<file path="src/rtl/reg_dump_uart_tx_pkg.sv">
// Shared frame constants and FSM state type for the register-dump UART reader.
package rv_debug_pkg;
    localparam logic [7:0] FRAME_HDR    = 8'hA5;
    localparam int         FRAME_BYTES  = 30;
    localparam int         NUM_DBG_REGS = 7;

    typedef enum logic [2:0] {IDLE, START, DATA, STOP, DONE} dump_state_t;
endpackage

</file>
<file path="src/rtl/reg_dump_uart_tx_if.sv">
// Board-level bundle: dump request, register taps in; UART line and status out.
interface reg_dump_uart_tx_if;
    logic                      start;
    logic [31:0]               debug_x1;
    logic [31:0]               debug_x2;
    logic [31:0]               debug_x3;
    logic [31:0]               debug_x4;
    logic [31:0]               debug_x5;
    logic [31:0]               debug_x6;
    logic [31:0]               debug_x7;
    logic                      tx;
    logic                      busy;
    logic                      done;
    rv_debug_pkg::dump_state_t fsm_state;
    rv_debug_pkg::dump_state_t ser_state;

    modport master (
        output start, debug_x1, debug_x2, debug_x3, debug_x4, debug_x5, debug_x6, debug_x7,
        input  tx, busy, done, fsm_state, ser_state
    );
    modport slave (
        input  start, debug_x1, debug_x2, debug_x3, debug_x4, debug_x5, debug_x6, debug_x7,
        output tx, busy, done, fsm_state, ser_state
    );
endinterface

</file>
<file path="src/rtl/reg_dump_uart_tx_uart_tx_byte.sv">
// 8N1 byte serializer: owns the baud counter, the START/DATA/STOP bit phases and the tx line.
module uart_tx_byte
    import rv_debug_pkg::*;
#(
    parameter int DIV = 16
) (
    input  logic        clk,
    input  logic        rst_n,
    input  logic        in_valid,
    output logic        in_ready,
    input  logic [7:0]  in_data,
    output logic        tx,
    output dump_state_t state
);
    localparam int             CW       = (DIV > 2) ? $clog2(DIV) : 1;
    localparam logic [CW-1:0]  CNT_LAST = CW'(DIV - 1);

    logic [CW-1:0] cnt;
    logic [2:0]    bit_idx;
    logic [7:0]    sh;
    logic          bit_end;

    assign bit_end = (cnt == CNT_LAST);
    // A byte transfers on any edge where in_valid && in_ready. in_ready is also high in the
    // last stop-bit cycle so back-to-back bytes leave no idle gap on the line.
    assign in_ready = (state == IDLE) || ((state == STOP) && bit_end);

    always_ff @(posedge clk or negedge rst_n) begin
        if (!rst_n) begin
            state   <= IDLE;
            tx      <= 1'b1;
            cnt     <= '0;
            bit_idx <= '0;
            sh      <= '0;
        end else begin
            case (state)
                IDLE: begin
                    if (in_valid) begin
                        sh    <= in_data;
                        tx    <= 1'b0;
                        cnt   <= '0;
                        state <= START;
                    end
                end
                START: begin
                    if (bit_end) begin
                        cnt     <= '0;
                        bit_idx <= '0;
                        tx      <= sh[0];
                        state   <= DATA;
                    end else begin
                        cnt <= cnt + 1'b1;
                    end
                end
                DATA: begin
                    if (bit_end) begin
                        cnt <= '0;
                        if (bit_idx == 3'd7) begin
                            tx    <= 1'b1;
                            state <= STOP;
                        end else begin
                            bit_idx <= bit_idx + 3'd1;
                            sh      <= sh >> 1;
                            tx      <= sh[1];
                        end
                    end else begin
                        cnt <= cnt + 1'b1;
                    end
                end
                STOP: begin
                    if (bit_end) begin
                        cnt <= '0;
                        if (in_valid) begin
                            sh    <= in_data;
                            tx    <= 1'b0;
                            state <= START;
                        end else begin
                            state <= IDLE;
                        end
                    end else begin
                        cnt <= cnt + 1'b1;
                    end
                end
                default: begin
                    tx    <= 1'b1;
                    state <= IDLE;
                end
            endcase
        end
    end
endmodule

</file>
<file path="src/rtl/reg_dump_uart_tx.sv">
// Snapshots debug taps x1..x7 on request and streams them as a 30-byte UART frame.
module reg_dump_uart_tx
    import rv_debug_pkg::*;
#(
    parameter int CLK_HZ = 50_000_000,
    parameter int BAUD   = 115200
) (
    input  logic              clk,
    input  logic              rst_n,
    reg_dump_uart_tx_if.slave bus
);
    localparam int         DIV      = CLK_HZ / BAUD;
    localparam logic [4:0] LAST_IDX = 5'(FRAME_BYTES - 1);

    if (DIV < 2) begin : g_div_check
        $error("reg_dump_uart_tx: CLK_HZ/BAUD must be at least 2");
    end

    dump_state_t state;
    logic [31:0] snap [NUM_DBG_REGS];
    logic [4:0]  byte_idx;
    logic [4:0]  data_off;
    logic [7:0]  chk;
    logic [7:0]  in_data;
    logic        in_valid;
    logic        in_ready;
    logic        busy;
    logic        done;

    // Byte 0 is the header, 1..28 the registers MSB byte first, 29 the running checksum.
    always_comb begin
        data_off = byte_idx - 5'd1;
        in_data  = FRAME_HDR;
        if (byte_idx == LAST_IDX) begin
            in_data = chk;
        end else if (byte_idx != 5'd0) begin
            case (data_off[1:0])
                2'd0:    in_data = snap[data_off[4:2]][31:24];
                2'd1:    in_data = snap[data_off[4:2]][23:16];
                2'd2:    in_data = snap[data_off[4:2]][15:8];
                default: in_data = snap[data_off[4:2]][7:0];
            endcase
        end
    end

    assign in_valid      = (state == START);
    assign bus.busy      = busy;
    assign bus.done      = done;
    assign bus.fsm_state = state;

    always_ff @(posedge clk or negedge rst_n) begin
        if (!rst_n) begin
            state    <= IDLE;
            byte_idx <= '0;
            chk      <= '0;
            busy     <= 1'b0;
            done     <= 1'b0;
            for (int i = 0; i < NUM_DBG_REGS; i++) snap[i] <= '0;
        end else begin
            case (state)
                IDLE: begin
                    done <= 1'b0;
                    if (bus.start) begin
                        snap[0]  <= bus.debug_x1;
                        snap[1]  <= bus.debug_x2;
                        snap[2]  <= bus.debug_x3;
                        snap[3]  <= bus.debug_x4;
                        snap[4]  <= bus.debug_x5;
                        snap[5]  <= bus.debug_x6;
                        snap[6]  <= bus.debug_x7;
                        byte_idx <= '0;
                        chk      <= '0;
                        state    <= START;
                    end
                end
                START: begin
                    if (in_ready) begin
                        busy <= 1'b1;
                        if (byte_idx != 5'd0 && byte_idx != LAST_IDX) chk <= chk ^ in_data;
                        if (byte_idx == LAST_IDX) state <= STOP;
                        else byte_idx <= byte_idx + 5'd1;
                    end
                end
                STOP: begin
                    // Serializer ready again means the last stop bit has just finished.
                    if (in_ready) begin
                        busy  <= 1'b0;
                        done  <= 1'b1;
                        state <= DONE;
                    end
                end
                DONE: begin
                    done  <= 1'b0;
                    state <= IDLE;
                end
                default: state <= IDLE;
            endcase
        end
    end

    uart_tx_byte #(.DIV(DIV)) u_ser (
        .clk      (clk),
        .rst_n    (rst_n),
        .in_valid (in_valid),
        .in_ready (in_ready),
        .in_data  (in_data),
        .tx       (bus.tx),
        .state    (bus.ser_state)
    );
endmodule

</file>
<file path="src/flat_wrapper.sv">
// flat-port wrapper written by rule: the top's interface ports become plain ports
module reg_dump_uart_tx_flat import rv_debug_pkg::*;
#(
    parameter int CLK_HZ = 50_000_000,
    parameter int BAUD   = 115200
)
  (clk, rst_n, bus_start, bus_debug_x1, bus_debug_x2, bus_debug_x3, bus_debug_x4, bus_debug_x5, bus_debug_x6, bus_debug_x7, bus_tx, bus_busy, bus_done, bus_fsm_state, bus_ser_state);
  reg_dump_uart_tx_if bus_i ();
  input  logic clk;
  input  logic rst_n;
  input wire logic [$bits(bus_i.start)-1:0] bus_start;
  input wire logic [$bits(bus_i.debug_x1)-1:0] bus_debug_x1;
  input wire logic [$bits(bus_i.debug_x2)-1:0] bus_debug_x2;
  input wire logic [$bits(bus_i.debug_x3)-1:0] bus_debug_x3;
  input wire logic [$bits(bus_i.debug_x4)-1:0] bus_debug_x4;
  input wire logic [$bits(bus_i.debug_x5)-1:0] bus_debug_x5;
  input wire logic [$bits(bus_i.debug_x6)-1:0] bus_debug_x6;
  input wire logic [$bits(bus_i.debug_x7)-1:0] bus_debug_x7;
  output wire logic [$bits(bus_i.tx)-1:0] bus_tx;
  output wire logic [$bits(bus_i.busy)-1:0] bus_busy;
  output wire logic [$bits(bus_i.done)-1:0] bus_done;
  output wire logic [$bits(bus_i.fsm_state)-1:0] bus_fsm_state;
  output wire logic [$bits(bus_i.ser_state)-1:0] bus_ser_state;
  assign bus_i.start = bus_start;
  assign bus_i.debug_x1 = bus_debug_x1;
  assign bus_i.debug_x2 = bus_debug_x2;
  assign bus_i.debug_x3 = bus_debug_x3;
  assign bus_i.debug_x4 = bus_debug_x4;
  assign bus_i.debug_x5 = bus_debug_x5;
  assign bus_i.debug_x6 = bus_debug_x6;
  assign bus_i.debug_x7 = bus_debug_x7;
  assign bus_tx = bus_i.tx;
  assign bus_busy = bus_i.busy;
  assign bus_done = bus_i.done;
  assign bus_fsm_state = bus_i.fsm_state;
  assign bus_ser_state = bus_i.ser_state;
  reg_dump_uart_tx #(.CLK_HZ(CLK_HZ), .BAUD(BAUD)) u_core (.clk(clk), .rst_n(rst_n), .bus(bus_i));
endmodule
</file>
<file path="config.mk">
export PLATFORM = sky130hd
export DESIGN_NAME = reg_dump_uart_tx_flat
export DESIGN_NICKNAME = d
export VERILOG_FILES = /design/src/rtl/reg_dump_uart_tx_pkg.sv /design/src/rtl/reg_dump_uart_tx_if.sv /design/src/rtl/reg_dump_uart_tx_uart_tx_byte.sv /design/src/rtl/reg_dump_uart_tx.sv /design/src/flat_wrapper.sv
export SDC_FILE = /design/constraint.sdc
export NUM_CORES = 1
export LEC_CHECK = 0
export ABC_AREA = 1
export BUFFER_PORTS_ARGS = -buffer_cell sky130_fd_sc_hd__buf_2
export CAP_MARGIN = 20
export CORE_MARGIN = 4
export CORE_UTILIZATION = 40
export CTS_CLUSTER_DIAMETER = 30
export DETAILED_ROUTE_END_ITERATION = 10
export MAX_ROUTING_LAYER = met4
export PLACE_DENSITY = 0.69
export RECOVER_POWER = 100
export SLEW_MARGIN = 20
export SYNTH_ARGS = -nofsm -noshare
export SYNTH_HDL_FRONTEND = slang
export SYNTH_SLANG_ARGS = --single-unit
export TNS_END_PERCENT = 10
</file>
<file path="constraint.sdc">
create_clock -name clk -period 2.6 [get_ports clk]
set_clock_uncertainty 0.05 [all_clocks]
set_input_delay 0.13 -clock clk [delete_from_list [all_inputs] [get_ports clk]]
set_output_delay 0.13 -clock clk [all_outputs]
set_load 0.03 [all_outputs]
</file>
; Word level (Yosys, flattened, before mapping)
; Index checks and enable logic that the tools add are counted.
[op_classes]
n_eq_ne = 24
reduce_logical = 26
bitwise_logic = 2
addsub = 4
mux = 48
magnitude_cmp = 1
[op_table]
columns = operator, count
row1 = binary-select mux 32 bit (select 3 bit), 1
row2 = two-way mux 8 bit, 9
row3 = two-way mux 32 bit, 2
row4 = case mux 8 bit (3 select lines), 2
row5 = two-way mux 3 bit, 12
row6 = "inequality test 2 bit, second input constant", 10
row7 = AND reduction 4 bit, 5
row8 = two-way mux 9 bit, 2
row9 = case mux 9 bit (2 select lines), 1
row10 = case mux 8 bit (2 select lines), 1
row11 = two-way mux 5 bit, 3
row12 = case mux 3 bit (4 select lines), 1
row13 = case mux 5 bit (2 select lines), 1
row14 = nonzero test 2 bit, 5
row15 = "adder 9 x 1 -> 9 bit, second input constant", 1
row16 = "equality test 3 x 2 -> 1 bit, second input constant", 3
row17 = "equality test 9 bit, second input constant", 1
row18 = case mux 3 bit (3 select lines), 1
row19 = two-way mux 1 bit, 8
row20 = bitwise XOR 8 bit, 1
row21 = "equality test 3 x 1 -> 1 bit, second input constant", 2
row22 = "equality test 3 bit, second input constant", 2
row23 = zero test 3 bit, 2
row24 = case mux 3 bit (2 select lines), 1
row25 = other kinds (22), 28
[word_totals]
out_inout_bits = 9
word_cells = 122
in_bits = 227
reg_bits = 266

; Depth between registers and ports, before layout
[depth]
depth_word = 12
mapped_depth = 20
ltp_nobuf = 18

; By module
; From an unflattened synthesis, not the netlist that was laid out.
[unflattened]
cells_unflattened = 1882
area_unflattened_um2 = 13629.3
[by_module_without_submodules]
columns = mod, instances, cells_each, seq_area_each_um2, area_each_um2
row1 = reg_dump_uart_tx, 1, 1709, 6055.8, 12211.7
row2 = uart_tx_byte, 1, 173, 576.8, 1417.6

; Least setup slack after synthesis
; Ideal clock, no wire load.
[synth_timing]
kind = register to register
start = reg u_core.byte_idx[0]
end = reg u_core.u_ser.sh[5]
path_slack_ns = 0.330
required_time_ns = 2.412
arrival_time_ns = 2.083
n_path_buf = 2
period_less_slack_ns = 2.270
path_stages_with_launch = 16
setup_ns = 0.138
cell_sequence = dfrtp_1 -> inv_1 -> ha_1 -> buf_4 -> nand2_2 -> xor2_4 -> buf_2 -> nand3_1 -> nand3_1 -> nand3_1 -> nand2_1 -> nand2_1 -> nand2_1 -> nand2_1 -> nand2_1 -> o21ai_0
[synth_via]
elab_chain_cells = 11
word_cells_on_any_way = 16
classes_between = 1 x add/sub / 3 x eq/ne / 9 x mux / 1 x bitwise / 2 x reduce/logical
[synth_lines]
columns = element, line
row1 = from (decl), reg_dump_uart_tx.sv:21  ; logic [4:0] byte_idx;
row2 = from (signal assigned), reg_dump_uart_tx.sv:81  ; else byte_idx <= byte_idx + 5'd1;
row3 = subtractor 5 x 1 -> 5 bit, reg_dump_uart_tx.sv:32  ; data_off = byte_idx - 5'd1;
row4 = NOT 3 -> 4 bit (not written as such), --
row5 = binary-select mux 32 bit (select 3 bit), --
row6 = two-way mux 32 bit (not written as such) (2 in series), reg_dump_uart_tx.sv:41  ; default: in_data = snap[data_off[4:2]][7:0];
row7 = case mux 8 bit (3 select lines), reg_dump_uart_tx.sv:37  ; case (data_off[1:0])
row8 = two-way mux 8 bit, reg_dump_uart_tx.sv:36  ; end else if (byte_idx != 5'd0) begin
row9 = two-way mux 8 bit (*), reg_dump_uart_tx.sv:34  ; if (byte_idx == LAST_IDX) begin
row10 = two-way mux 8 bit (*), "reg_dump_uart_tx_uart_tx_byte.sv:38, reg_dump_uart_tx_uart_tx_byte.sv:73"
row11 = two-way mux 8 bit, reg_dump_uart_tx_uart_tx_byte.sv:71  ; if (bit_end) begin
row12 = case mux 8 bit (3 select lines) (*), reg_dump_uart_tx_uart_tx_byte.sv:36  ; case (state)
row13 = to (signal assigned), reg_dump_uart_tx_uart_tx_byte.sv:39  ; sh <= in_data;
row14 = to (signal assigned), reg_dump_uart_tx_uart_tx_byte.sv:63  ; sh <= sh >> 1;
row15 = to (signal assigned), reg_dump_uart_tx_uart_tx_byte.sv:74  ; sh <= in_data;
row16 = to (decl), reg_dump_uart_tx_uart_tx_byte.sv:20  ; logic [7:0] sh;
; Mark *: on every way between the ends. The rest lies on a longest branch, timed or not. The select of a mux whose other input is x is not followed.
; A chain may end at the register's enable or synchronous reset.

; Worst setup path after layout
[layout_timing]
start = reg u_core.byte_idx[0]
end = reg u_core.chk[1]
[layout_via]
elab_chain_cells = 12
word_cells_on_any_way = 21
classes_between = 1 x add/sub / 5 x eq/ne / 9 x mux / 2 x bitwise / 4 x reduce/logical
[layout_lines]
columns = element, line
row1 = subtractor 5 x 1 -> 5 bit, reg_dump_uart_tx.sv:32
row2 = NOT 3 -> 4 bit (not written as such), --
row3 = binary-select mux 32 bit (select 3 bit), --
row4 = two-way mux 32 bit (not written as such) (2 in series), reg_dump_uart_tx.sv:41
row5 = case mux 8 bit (3 select lines), reg_dump_uart_tx.sv:37
row6 = two-way mux 8 bit, reg_dump_uart_tx.sv:36
row7 = two-way mux 8 bit, reg_dump_uart_tx.sv:34
row8 = bitwise XOR 8 bit, reg_dump_uart_tx.sv:79  ; if (byte_idx != 5'd0 && byte_idx != LAST_IDX) chk <= chk ^ in_data;
row9 = two-way mux 8 bit, reg_dump_uart_tx.sv:79
row10 = two-way mux 8 bit, reg_dump_uart_tx.sv:77  ; if (in_ready) begin
row11 = case mux 8 bit (2 select lines), reg_dump_uart_tx.sv:60  ; case (state)
row12 = to (signal assigned), reg_dump_uart_tx.sv:79
row13 = to (decl), reg_dump_uart_tx.sv:23  ; logic [7:0] chk;
; Several ways; a longest one is shown, not always the timed one. The select of a mux whose other input is x is not followed.

==> flow_summary_export.csv <==
group,metric,value,unit
clock_network,cts_buffers,57,
floorplan,pin_count,236,
routing,vias,13600,
clock_network,cts_max_level,2,
synthesis,synthArstFlopShare,100,%
synthesis,synth-edff-count,0,
final_layout,final_common_cell,"nand2_1",
worst_setup_path,timing.rr.start,"u_core.byte_idx[0]",
pwr,switchingPower,12500,uW
synthesis,synth_compound_area_share,9.78,%
synthesis,synth_top_family_by_area,"simple AND/OR/NAND/NOR gates",
final_layout,fillCellCount,2847,
sta,slew_viol_final,78,
sta,max_slew_margin,-46.3,%
worst_setup_path,worstSetupPathType,"reg -> reg",
pwr,vdd_drop_max,0.719,mV
status,violations,"max-capacitance violations, max-slew violations",
routing,wl,47700,microns
pwr,leakagePower,0.0101,uW
global_route,grt_max_degree,119,
global_route,overflow,0,
floorplan,fp.dieArea,37800,sq um
worst_setup_path,worst_ep_arrival_time,2.92,ns
pwr,pwr-share-seq,24.5,%
pwr,clockPowerShare,25.8,%
routing,drt_iter0_drc,1174,
worst_setup_path,timing.rr.end,"u_core.chk[1]",
synthesis,yosys_register_bits,265,
synthesis,avgSynthCellArea,8.10,sq um
min_path,hp-start,"bus_debug_x5[29]",
final_layout,regArea,6630,sq um
worst_setup_path,crit_fanout,10,
synthesis,synth_xor_area_share,0.460,%
global_route,first_global_vias,14000,
final_layout,area_growth,42.3,%
placed_design,dpl.hpwl,29300,microns
pwr,pwr-share-comb,49.7,%
synthesis,yosys_warnings,0,
sta,rsz0062_at_grt,"no",
worst_setup_path,cpPeakStageDelay,0.36,ns
final_layout,multiInputGateArea,5700,sq um
synthesis,synth_cells,1713,
clock_network,clk_pin_slew,0.05,ns
worst_setup_path,critPathMostFrequentCell,"nand2_1",
synthesis,yosys-mux-area-fraction,6.89,%
final_layout,layout-drive-gt1-share,19.9,%
synthesis,synth_fa_ha_area_share,1.26,%
worst_setup_path,cp_data_required_time,3.02,ns
routing,firstDrtPassIters,5,
worst_setup_path,cp-end-kind,"flop",
floorplan,rows,67,
floorplan,die_w,194,microns
global_route,grt_pass1_wl,74600,microns
floorplan,die-height,194,microns
global_route,grt_antenna_before_repair,3,
pwr,power.density,1450,nW/um^2
sta,worstMarginPinSlew,2.19,ns
sta,tns,0,ns
synthesis,yosys.area_share.simple,23.6,%
final_layout,final_net_count,2434,
synthesis,synth.distinct_cells,39,
min_path,hold_path.class,"in -> reg",
synthesis,synth_fp_nets,1954,
synthesis,seq_area_frac_synth,47.8,%
final_layout,fin_util,58.3,%
worst_setup_path,crit_end,"u_core.chk[1]",
worst_setup_path,slowest_stage,"dfrtp_1",
worst_setup_path,setup.worst_path.start,"u_core.byte_idx[0]",
routing,vias_per_cell,5.05,
clock_network,insertion_delay,0.59,ns
synthesis,netlist_area,13900,sq um
pwr,sw_frac_of_total,43.5,%
sta,finalCritPeriodShare,96.2,%
placed_design,portBuffers,234,
clock_network,cts_root_buf,"clkbuf_16",
floorplan,start_util,41.0,%
clock_network,cts.sinks,265,
routing,route.detailed.drc,0,
final_layout,layout_common_cells,"459 x nand2_1, 264 x dfrtp_1, 226 x dlygate4sd3_1",
clock_network,cts_tree,"yes",
clock_network,cts_buffer_depth,3,
status,status,"complete, but fails checks",
worst_setup_path,startpoint_type,"flop",
sta,hold_viol_final,0,
synthesis,synthFlopType,"dfrtp_1",
global_route,grt_use_total,25.1,%
routing,route.detailed.wl_per_inst,17.7,microns
worst_setup_path,path_cells,"inv_1 > ha_4 > inv_2 > nand2_1 > nand2_4 > buf_4 > nand2_1 > nand2_1 > nand2_1 > nand2_1 > nand2_1 > nand3_1 > nand2_1 > o21ai_1 > nand2_1 > nand2_1 > nand2_1 > nand2_1 > nor2_1",
worst_setup_path,r2r_cells,19,
worst_setup_path,r2r_slack,0.1,ns
flow_run,cap_violations,1,
routing,ant_nets,0,
sta,setup-violations-final,0,
pwr,p_int,16200,uW
sta,fmax,400,MHz
sta,fin_crit,2.50,ns
floorplan,coreArea,33900,sq um
placed_design,gp_congestion,0.890,
==> layer usage <==
layer / vias up / share of wire [%] / track usage (%)
li1: 6360 / - / -
met4: 0 / 5.0 / 11.0
met1: 6445 / 39 / 30.1
met5: - / 0 / -
met2: 623 / 50 / 42.1
met3: 177 / 6.6 / 3.93
==> worst min path at each step <==
stage | to | slack, ns | depth (start not counted)
4_1_cts | u_core.snap[105] | 0.10 | 2
3_3_place_gp | u_core.snap[129] | 0.12 | 1
2_1_floorplan | u_core.bus.busy | -0.22 | 0
5_1_grt | u_core.snap[93] | 0.26 | 3
3_5_place_dp | u_core.snap[202] | 0.12 | 1
6_report | u_core.snap[93] | 0.26 | 3
==> flip-flops by register name (all words and copies together) (netlist names), 2 cells and up <==
signal and flops:
u_core.u_ser.bit_idx 3, u_core.u_ser.sh 8, u_core.u_ser.cnt 9, u_core.byte_idx 5, u_core.chk 8, u_core.snap 224
u_core.u_ser.state 2, u_core.bus.fsm_state 3
==> synth_stat cells, types with 2 or more instances <==
cell type,n,share of area (%)
a211oi_1,2,0.11
o211ai_1,2,0.11
inv_2,6,0.16
dfrtp_1,264,48
nand4_1,8,0.36
mux2_2,16,1.3
nand2_2,4,0.18
nor2_1,193,5.2
clkbuf_1,13,0.35
ha_1,14,1.3
nand3_1,130,4.7
xor2_4,2,0.40
o21ai_2,2,0.13
a21oi_2,21,1.3
inv_1,203,5.5
nor3_1,2,0.072
buf_2,31,1.1
nand2_1,462,12
o21ai_0,47,1.7
nor2_2,4,0.18
buf_1,5,0.14
a21oi_1,164,5.9
mux2_4,51,5.5
buf_4,20,1.1
buf_6,23,1.9
o21ai_1,10,0.36
nor3_2,2,0.14
==> layout make-up <==
cell class / instances / area share, %
clock buffers: 72 / 8.11
inverters: 210 / 3.99
flip-flops and latches: 265 / 33.6
multi-input cells: 1146 / 28.8
well taps: 448 / 2.84
clock inverters: 35 / 2.05
repair buffers: 513 / 20.6
diodes: 3 / 0.0380
==> through the flow <==
step / cell area [sq um] / setup WS, ns / instances / hold WS [ns] / total power, uW
after floorplan: 13900 / 0.330 / 1713 / -0.216 / 17200
after global placement: 15600 / 0.0115 / 2349 / 0.123 / 20600
after detailed placement: 15600 / -0.0470 / 2349 / 0.122 / 20900
after CTS: 19900 / 0.0423 / 2684 / 0.103 / 28700
after global routing: 19800 / 0.00863 / 2692 / 0.258 / 30600
final: 19800 / 0.0979 / 2692 / 0.261 / 28600
==> power groups by stage <==
stage | sequential (uW) | combinational (uW) | clock (uW)
after floorplan | 6810 | 10400 | 0
after global placement | 6910 | 13600 | 0
after detailed placement | 6990 | 13900 | 0
after CTS | 6940 | 14300 | 7420
after global routing | 7150 | 15800 | 7670
final | 7010 | 14200 | 7380
==> logic make-up (layout without fill, tap and decap cells) <==
| group | Yosys count | in the layout |
|---|---|---|
| AND/OR/NAND/NOR | 809 | 809 |
| buffers and inverters | 302 | 830 |
| flip-flops | 265 | 265 |
| AO/OA/AOI/OAI | 251 | 251 |
| multiplexers | 68 | 68 |
| adder cells (fa/ha/maj) | 14 | 14 |
| XOR/XNOR | 3 | 3 |
| other | 1 | 4 |
==> timing repair <==
action / in CTS / in global routing
cloned: 0 / 3
setup endpoints to repair: 3 / 20
hold endpoints to repair: 303 / 0
gates resized for setup: 1 / 10
hold buffers: 226 / 0
setup buffers: 2 / 2
pin swaps: 0 / 2
==> worst max-delay path, delay by kind of cell (launching register included) <==
kind,cells,cell delay (ns)
and+or+nand+nor,14,1.23
buffers and inverters,3,0.44
DFF,1,0.36
adders and majority gates,1,0.19
AOI/OAI and AO/OA,1,0.12
Power figures use the tool's default switching activity.
